==> src/rtl/timer_irq.sv <==
// Down-counting timer with one-shot / auto-reload modes and a masked level IRQ.
// Optional count prescaler is compiled in with `define TIMER_PRESCALE_EN.
module timer_irq #(
  parameter int unsigned PRESCALE_DIV = 4
) (
  input  logic        clk,
  input  logic        reset,
  input  logic [1:0]  Addr,
  input  logic        WE,
  input  logic [31:0] Din,
  output logic [31:0] Dout,
  output logic        IRQ
);

  typedef enum logic [1:0] {IDLE, LOAD, CNT, INT} state_e;

  state_e      state_q;
  logic [3:0]  ctrl_q;      // {IM, Mode[1:0], Enable}
  logic [31:0] preset_q;
  logic [31:0] count_q;
  logic        irq_flag_q;
  logic        wr_ctrl, wr_preset, tick;

  assign wr_ctrl   = WE && (Addr == 2'd0);
  assign wr_preset = WE && (Addr == 2'd1);

`ifdef TIMER_PRESCALE_EN
  localparam int unsigned PSW = (PRESCALE_DIV > 1) ? $clog2(PRESCALE_DIV) : 1;
  logic [PSW-1:0] ps_q;
  assign tick = (ps_q == PSW'(PRESCALE_DIV - 1));
`else
  assign tick = 1'b1;
`endif

  always_ff @(posedge clk or negedge reset) begin
    if (!reset) begin
      state_q    <= IDLE;
      ctrl_q     <= '0;
      preset_q   <= '0;
      count_q    <= '0;
      irq_flag_q <= 1'b0;
`ifdef TIMER_PRESCALE_EN
      ps_q       <= '0;
`endif
    end else begin
      case (state_q)
        IDLE: if (ctrl_q[0]) state_q <= LOAD;
        LOAD: begin
          count_q    <= preset_q;
          irq_flag_q <= 1'b0;
`ifdef TIMER_PRESCALE_EN
          ps_q       <= '0;
`endif
          state_q    <= CNT;
        end
        CNT: begin
          if (!ctrl_q[0]) begin
            state_q <= IDLE;
          end else begin
`ifdef TIMER_PRESCALE_EN
            ps_q <= tick ? '0 : ps_q + 1'b1;
`endif
            if (tick) begin
              // PRESET of 0 lands here on the first tick, same as PRESET of 1
              if (count_q > 32'd1) begin
                count_q <= count_q - 32'd1;
              end else begin
                count_q    <= '0;
                irq_flag_q <= 1'b1;
                state_q    <= INT;
              end
            end
          end
        end
        INT: begin
          if (ctrl_q[2:1] == 2'b01) begin
            irq_flag_q <= 1'b0;
            state_q    <= LOAD;
          end else begin
            ctrl_q[0] <= 1'b0;
            state_q   <= IDLE;
          end
        end
        default: state_q <= IDLE;
      endcase

      // CPU writes come last so they override same-edge FSM updates
      if (wr_ctrl) begin
        ctrl_q     <= Din[3:0];
        irq_flag_q <= 1'b0;
      end
      if (wr_preset) preset_q <= Din;
    end
  end

  always_comb begin
    Dout = '0;
    case (Addr)
      2'd0:    Dout = {28'd0, ctrl_q};
      2'd1:    Dout = preset_q;
      2'd2:    Dout = count_q;
      default: Dout = '0;
    endcase
  end

  assign IRQ = irq_flag_q & ctrl_q[3];

endmodule

==> config.mk <==
export PLATFORM = sky130hd
export DESIGN_NAME = timer_irq
export DESIGN_NICKNAME = d
export VERILOG_FILES = /design/src/rtl/timer_irq.sv
export SDC_FILE = /design/constraint.sdc
export NUM_CORES = 1
export LEC_CHECK = 0
export ABC_AREA = 1
export ABC_CLOCK_PERIOD_IN_PS = 3310
export CORE_ASPECT_RATIO = 0.9
export CORE_MARGIN = 2
export CORE_UTILIZATION = 40
export DETAILED_ROUTE_END_ITERATION = 7
export PLACE_DENSITY = 0.59
export SYNTH_ARGS = -nofsm -noshare
export SYNTH_HDL_FRONTEND = slang
export SYNTH_SLANG_ARGS = --single-unit
==> constraint.sdc <==
create_clock -name clk -period 3.31 [get_ports clk]
set_clock_uncertainty 0.1 [all_clocks]
set_input_delay 0.4965 -clock clk [delete_from_list [all_inputs] [get_ports clk]]
set_output_delay 0.4965 -clock clk [all_outputs]
set_load 0.1 [all_outputs]
# Word-level counts from Yosys, hierarchy flattened
# Cells that the tools add are included.
[word_totals] regBits=71 output_inout_bits=33 in_bits=37
[op_classes] n_reduce_logical=11 mux=17 addsub=1 eq_ne=13 order_cmp=1 bitwise_logic=1
[ops] operator="$pmux W32 S3" count=1
[ops] operator="$mux W32" count=2
[ops] operator="$pmux W32 S2" count=1
[ops] operator="$gt A32 B1 Y1 const B" count=1
[ops] operator="$sub A32 B1 Y32 const B" count=1
[ops] operator="$ne A3 B3 Y1 const B" count=4
[ops] operator="$mux W1" count=8
[ops] operator="$pmux W2 S4" count=1
[ops] operator="$eq A2 B1 Y1 const B" count=3
[ops] operator="$eq A2 B2 Y1 const B" count=3
[ops] operator="$mux W2" count=3
[ops] operator="$ne A2 B2 Y1 const B" count=3
[ops] operator="$reduce_and A2 Y1" count=3
[ops] operator="$logic_not A2 Y1" count=2
[ops] operator="$reduce_and A4 Y1" count=1
[ops] operator="$reduce_bool A2 Y1" count=2
[ops] operator="$reduce_bool A4 Y1" count=1
[ops] operator="$pmux W1 S3" count=1
[ops] operator="$logic_and A1 B1 Y1" count=2
[ops] operator="$and A1 B1 Y1" count=1

# Longest topological paths before layout
[depth] word_depth=5 mapped_depth=12

# Least setup slack after synthesis
# No wires, ideal clock.
[synth_path] path_type="in2out" startpoint="input port Addr[0]" endpoint="output port Dout[13]" n_path_buf=1 path_stages=4 required_ps=2714 path_slack_ps=-242 t_arrival_ps=2955 cell_sequence="inv_1 > nand2_1 > clkbuf_1 > o21ai_0"
[synth_via] elab_chain_len=2
[synth_lines] item="start: declaration" line_no="8" source="input logic [1:0] Addr,"
[synth_lines] item="$eq A2 B2 Y1 (tied with other cells)" line_no="98" source="case (Addr)"
[synth_lines] item="$pmux W32 S3 *" line_no="98"
[synth_lines] item="end: declaration" line_no="11" source="output logic [31:0] Dout,"
# Mark *: on every way between the ends. The rest lies on a longest branch, timed or not.

# Worst setup path in the final report
[layout_path] startpoint="input port Addr[1]" endpoint="output port Dout[26]"
# Same word-level chain as after synthesis.

==> impl_metrics.env <==
export IMPL_status="finished clean"
export IMPL_arrival_ns=1.99
export IMPL_dp_cells=791
export IMPL_hold_buffers=0
export IMPL_worstSetupPathType="input pin to primary output"
export IMPL_postCtsSetupRepairBufs=0
export IMPL_synthCells=605
export IMPL_async_reset_ff_share_pct=100
export IMPL_ant_nets=0
export IMPL_yosys_most_used_dff="dfrtp_1"
export IMPL_cts_root_buf="clkbuf_16"
export IMPL_synthesis_area_um2=4410
export IMPL_path_max_fanout=32
export IMPL_ys_types=31
export IMPL_ys_ff_latch=71
export IMPL_fin_total_pwr_w=0.00525
export IMPL_finalWeightedCongestion=0.917
export IMPL_post_route_util_pct=54.2
export IMPL_antenna_cells=0
export IMPL_clock_fmax_ghz=0.387
export IMPL_wire_per_inst_um=14.7
export IMPL_num_rows=36
export IMPL_ys_warn_count=0
export IMPL_power_density_nw_per_um2=900
export IMPL_vdd_drop_max_uv=421
export IMPL_synth_common_cells="185 x nand2_1, 80 x nor2_1, 71 x dfrtp_1"
export IMPL_die_x_um=115
export IMPL_clk_latency_ns=0.33
export IMPL_cp_required_ns=2.71
export IMPL_fp_dieH_um=104
export IMPL_synth_most_common_cell="nand2_1"
export IMPL_via_per_inst=5.05
export IMPL_min_path_type="input pin to async pin"
export IMPL_grtUsageTotal_pct=21.2
export IMPL_setup_viol=0
export IMPL_worst_path_largest_cell_delay_ns=0.51
export IMPL_synth_compound_area_share_pct=11.3
export IMPL_grt_pass1_wl_mm=20.2
export IMPL_cp_top_family="buffers and inverters"
export IMPL_synth_top_family_by_area="simple AND/OR/NAND/NOR gates"
export IMPL_finalNonFillerCells=806
export IMPL_synth_top_area_share_pct=40.3
export IMPL_synthSimpleGateAreaFrac_pct=31.1
export IMPL_synth_area_top_cells="dfrtp_1 40%, nand2_1 16%, mux2_2 7.4%, nor2_1 6.8%, o21ai_0 5.0%"
export IMPL_fin_ws_ns=0.724
export IMPL_clockBufferDepth=2
export IMPL_fin_crit_ns=2.59
export IMPL_syn_mean_instance_area_um2=7.29
export IMPL_slew_headroom_pct=47.6
export IMPL_coreArea_um2=10800
export IMPL_p_leak_nw=2.70
export IMPL_nets=708
export IMPL_path_buf_inv=3
export IMPL_dieArea_um2=11900
export IMPL_io_pins=70
export IMPL_clkTransAtPathRegs_ns=0.06
export IMPL_startpoint_type="input pin"
export IMPL_dp_slack_ns=0.737
export IMPL_post_dp_hpwl_mm=8.23
export IMPL_overflow=0
export IMPL_port_buffer_count=69
export IMPL_wl_mm=11.9
export IMPL_num_vias=4068
export IMPL_worstMarginPinSlew_ns=0.785
export IMPL_firstDrtPassIters=5
export IMPL_grt_start_max_net_pins=40
export IMPL_grt_pass1_vias=4017
export IMPL_cts_tree="built"
export IMPL_yosys_area_top_type="dfrtp_1"
export IMPL_initial_utilization_pct=41.0
export IMPL_layout_drive_gt1_share_pct=16.8
export IMPL_synthesis_nets=644
export IMPL_finalMaxSlewViolations=0
export IMPL_synthAdderAreaFrac_pct=0.567
export IMPL_rsz0062_at_grt="no"
export IMPL_ctsResizeCount=0
export IMPL_end_kind="primary output"
export IMPL_synth_seq_area_share_pct=40.3
export IMPL_hold_viol=0
export IMPL_drc_errors=0
export IMPL_htreeDepth=3
export IMPL_syn_to_final_growth_pct=32.2
export IMPL_slowest_stage="clkdlybuf4s50_1"
export IMPL_fin_hold_ws_ns=0.145
export IMPL_synth_edff_count=0
export IMPL_synth_mux_area_share_pct=7.40
export IMPL_period_share_pct=78.1
export IMPL_antenna_found_initial=0
export IMPL_cts_sinks=71
export IMPL_synth_xor_area_share_pct=1.39
export IMPL_max_cap_violations=0
export IMPL_worstPathCellList="clkdlybuf4s50_1 > nand2_1 > buf_4 > o21ai_0 > buf_12"
export IMPL_drt_iter0_markers=205
export IMPL_numCtsBuffers=9
report_power, final:
group / switching (W) / internal, W / total (W)
Sequential: 0.000362 / 0.00117 / 0.00153
Combinational: 0.00180 / 0.000902 / 0.00270
Clock: 0.000355 / 0.000661 / 0.00102
stage by stage:
stage | area (um^2) | setup TNS (ns)
3_5_place_dp | 5510 | 0
5_1_grt | 5830 | 0
3_3_place_gp | 5510 | 0
6_report | 5830 | 0
4_1_cts | 5830 | 0
2_1_floorplan | 4410 | -6.23
cell families after synthesis:
logic type                 Yosys count
AOI/OAI and AO/OA                   96
xor gates and xnor gates             7
adders and majority gates            2
buffers and inverters               80
DFF                                 71
muxes                               29
and+or+nand+nor                    320
registers in the layout (all words and copies together) (netlist names):
signal and flops:
count_q 32, preset_q 32, ctrl_q 4, state_q 2, irq_flag_q 1
placed cells by master, fill, tap and decap left out, types with 3 or more instances in the layout:
cell type,Yosys,final
mux2_2,29,29
nor3_1,3,3
buf_4,1,6
nand2_2,8,8
clkbuf_8,0,4
inv_2,3,3
nand2_1,185,185
clkbuf_16,0,9
dfrtp_1,71,71
o21ai_0,44,42
nand4_1,6,6
inv_1,55,55
nor2_2,7,7
clkdlybuf4s50_1,0,35
buf_12,0,33
nand3_1,20,20
nor2_1,80,80
a21oi_1,43,42
nor2_4,4,4
o21ai_1,4,6
xor2_1,7,7
routing by layer:
layer  GRT usage, %  up-vias  wire, um
met5              0        -         0
met4           5.57        0        89
met3           4.74        7       488
met2           32.7       72      5420
met1           30.1     1930      5860
li1               -     2059         -
worst paths after layout:
kind | from | endpoint | slack, ns | cells after the start
worst max register to register | count_q[0] | count_q[24] | 1.22 | 12
worst min-delay path | reset | preset_q[4] | 0.15 | 1
worst min register to register | ctrl_q[1] | ctrl_q[1] | 0.41 | 2
worst max-delay path | Addr[1] | Dout[26] | 0.72 | 5
max in group asynchronous | reset | preset_q[24] | 2.26 | 2
min in group clk | ctrl_q[1] | ctrl_q[1] | 0.41 | 2
final cells by class:
class / instances / area (um^2)
Tap cell: 133 / 166
Multi-Input combinational cell: 454 / 2290
Timing Repair Buffer: 75 / 1060
Inverter: 58 / 218
Clock inverter: 2 / 37.5
Clock buffer: 13 / 280
Fill cell: 1023 / 4930
Sequential cell: 71 / 1780
Note: power is estimated with default switching activity, not from simulation.
==> edit, RTL diff (same flow settings) <==
Re-encode `state_e` (4 states) as one-hot, 4 bits wide.
--- a/src/rtl/timer_irq.sv
+++ b/src/rtl/timer_irq.sv
@@ -14,3 +14,3 @@
 
-  typedef enum logic [1:0] {IDLE, LOAD, CNT, INT} state_e;
+  typedef enum logic [3:0] {IDLE = 4'b0001, LOAD = 4'b0010, CNT = 4'b0100, INT = 4'b1000} state_e;
 
Function: no difference found for any inputs over 4 cycles, from zero or initial values and one cycle with reset low; so few cycles prove little.
==> edit against the unedited design <==
Die area up 1.9%. Sequential share of layout area up 0.30 points. Sequential cell count up 2. Area after synthesis up 2.0%. Non-clock buffer count up 2. Final area up 1.9%. Power down 14%. Critical path depth up 2. Wire length up 11%. Worst setup slack worse by 110 ps. Synthesized cell count up 6.6%. Clock power down 4%.
==> edit: results (changes against the unedited design) <==
Outcome
The flow ran to the end, and the final reports show no timing, DRC or antenna violations.

Global route
The global routing met2 resource utilization is 0.322 (-0.00466). The pin count of the biggest net entering global routing was 65 (+63%). The met1 global-route usage is 0.351 (+0.0508). The via count of the first global-routing pass is 4,095 (+1.9%).

Synth
The sequential-to-total area share from yosys stat is 0.406 (+0.00356). The unique cell type count in the Yosys netlist is 28 (-9.7%). The mean area per synthesized cell came to 6.97 sq um (-4.3%). The total nets after synthesis came to 684 (+6.2%). The leading cell type by number of instances after synthesis is sky130_fd_sc_hd__inv_1. Sorting the synthesized cells by area gives the leading types as sky130_fd_sc_hd__dfrtp_1, sky130_fd_sc_hd__inv_1, sky130_fd_sc_hd__nor2_1.

Placement
The pre-CTS worst setup slack was 639 ps (-97.5 ps). The area after detailed placement is 5650 sq um (+2.4%). The weighted congestion reported at the end of routability-driven placement was 0.901 (-1.8%). The count of placed standard cells including taps is 850 (+7.5%).

Routing
The final routed wirelength across all metal layers is 13,200 um (+11%). The sum of routed wire segments on met1 is 6630 um (+13%). The met3 wirelength from detailed routing is 680 um (+39%). The DRC marker count from the first detailed-route iteration is 318 (+55%). The total met2 wirelength after detailed routing came to 5620 um (+3.6%). The via count was 4,310 (+5.9%).

Critical path
The most critical setup path has its endpoint at Dout[15]. The reg-to-reg startpoint is count_q[0]. The highest cell delay on the worst timing path is 470 ps (-40 ps). The data arrival at the endpoint of the critical path was 2100 ps (+110 ps). The setup slack of the worst register-to-register path is 950 ps (-270 ps).

The path depth of the worst reg2reg path came to 10 (-2). The capture point of the worst reg-to-reg path is count_q[29]. The timing startpoint of the critical path is Addr[0]. The highest net fanout along the worst path was 31 (-3.1%).

CTS
The cell chosen for the clock root is sky130_fd_sc_hd__clkbuf_16.

STA
The slew of the pin with the lowest slew margin is 599 ps (-186 ps). The final-layout worst hold slack is 26.2 ps (-119 ps).

Pwr
The sequential cell power is 1.45 mW (-5%). The fraction of power spent switching nets is 0.458 (-0.0206). The clock distribution power was 975 uW (-4%). The reported leakage power came to 2.85 nW (+5.4%). The worst ir drop on vdd is 0.386 mV (-8.2%).

Finish
The fraction of layout cells with a size suffix above 1 is 0.126 (-0.0417). The number of inserted diodes was 0 (unchanged). The number of filler instances in the final layout is 1,058 (+3.4%). The final net count is 748 (+5.6%). In the final layout, the registers with the most flip-flops are count_q x32, preset_q x32.

The count of non-filler cells in the finished layout is 865 (+7.3%).
[edit: cells by family after synthesis]
| group | Yosys count | share of synthesized area |
|---|---|---|
| and+or+nand+nor | 268 | 0.260 |
| adders and majority gates | 2 | 0.00556 |
| AOI/OAI and AO/OA | 145 | 0.176 |
| DFF | 73 | 0.406 |
| xor gates and xnor gates | 11 | 0.0214 |
| buffers and inverters | 145 | 0.128 |
| muxes | 1 | 0.00250 |
[edit: area by class of cell]
class | count | area [sq um] | share of cell area
inverter | 121 | 454 | 0.0765
tap | 152 | 190 | 0.0320
multi-input combinational | 427 | 2100 | 0.353
clock buffer | 9 | 225 | 0.0379
timing repair buffer | 77 | 1080 | 0.181
sequential | 73 | 1830 | 0.308
clock inverter | 6 | 68.8 | 0.0116
[edit: worst max-delay path: cells and delay by family]
kind / cells / cell delay, ps
compound gates: 1 / 340
buf+inv: 5 / 1060
simple gates: 1 / 180
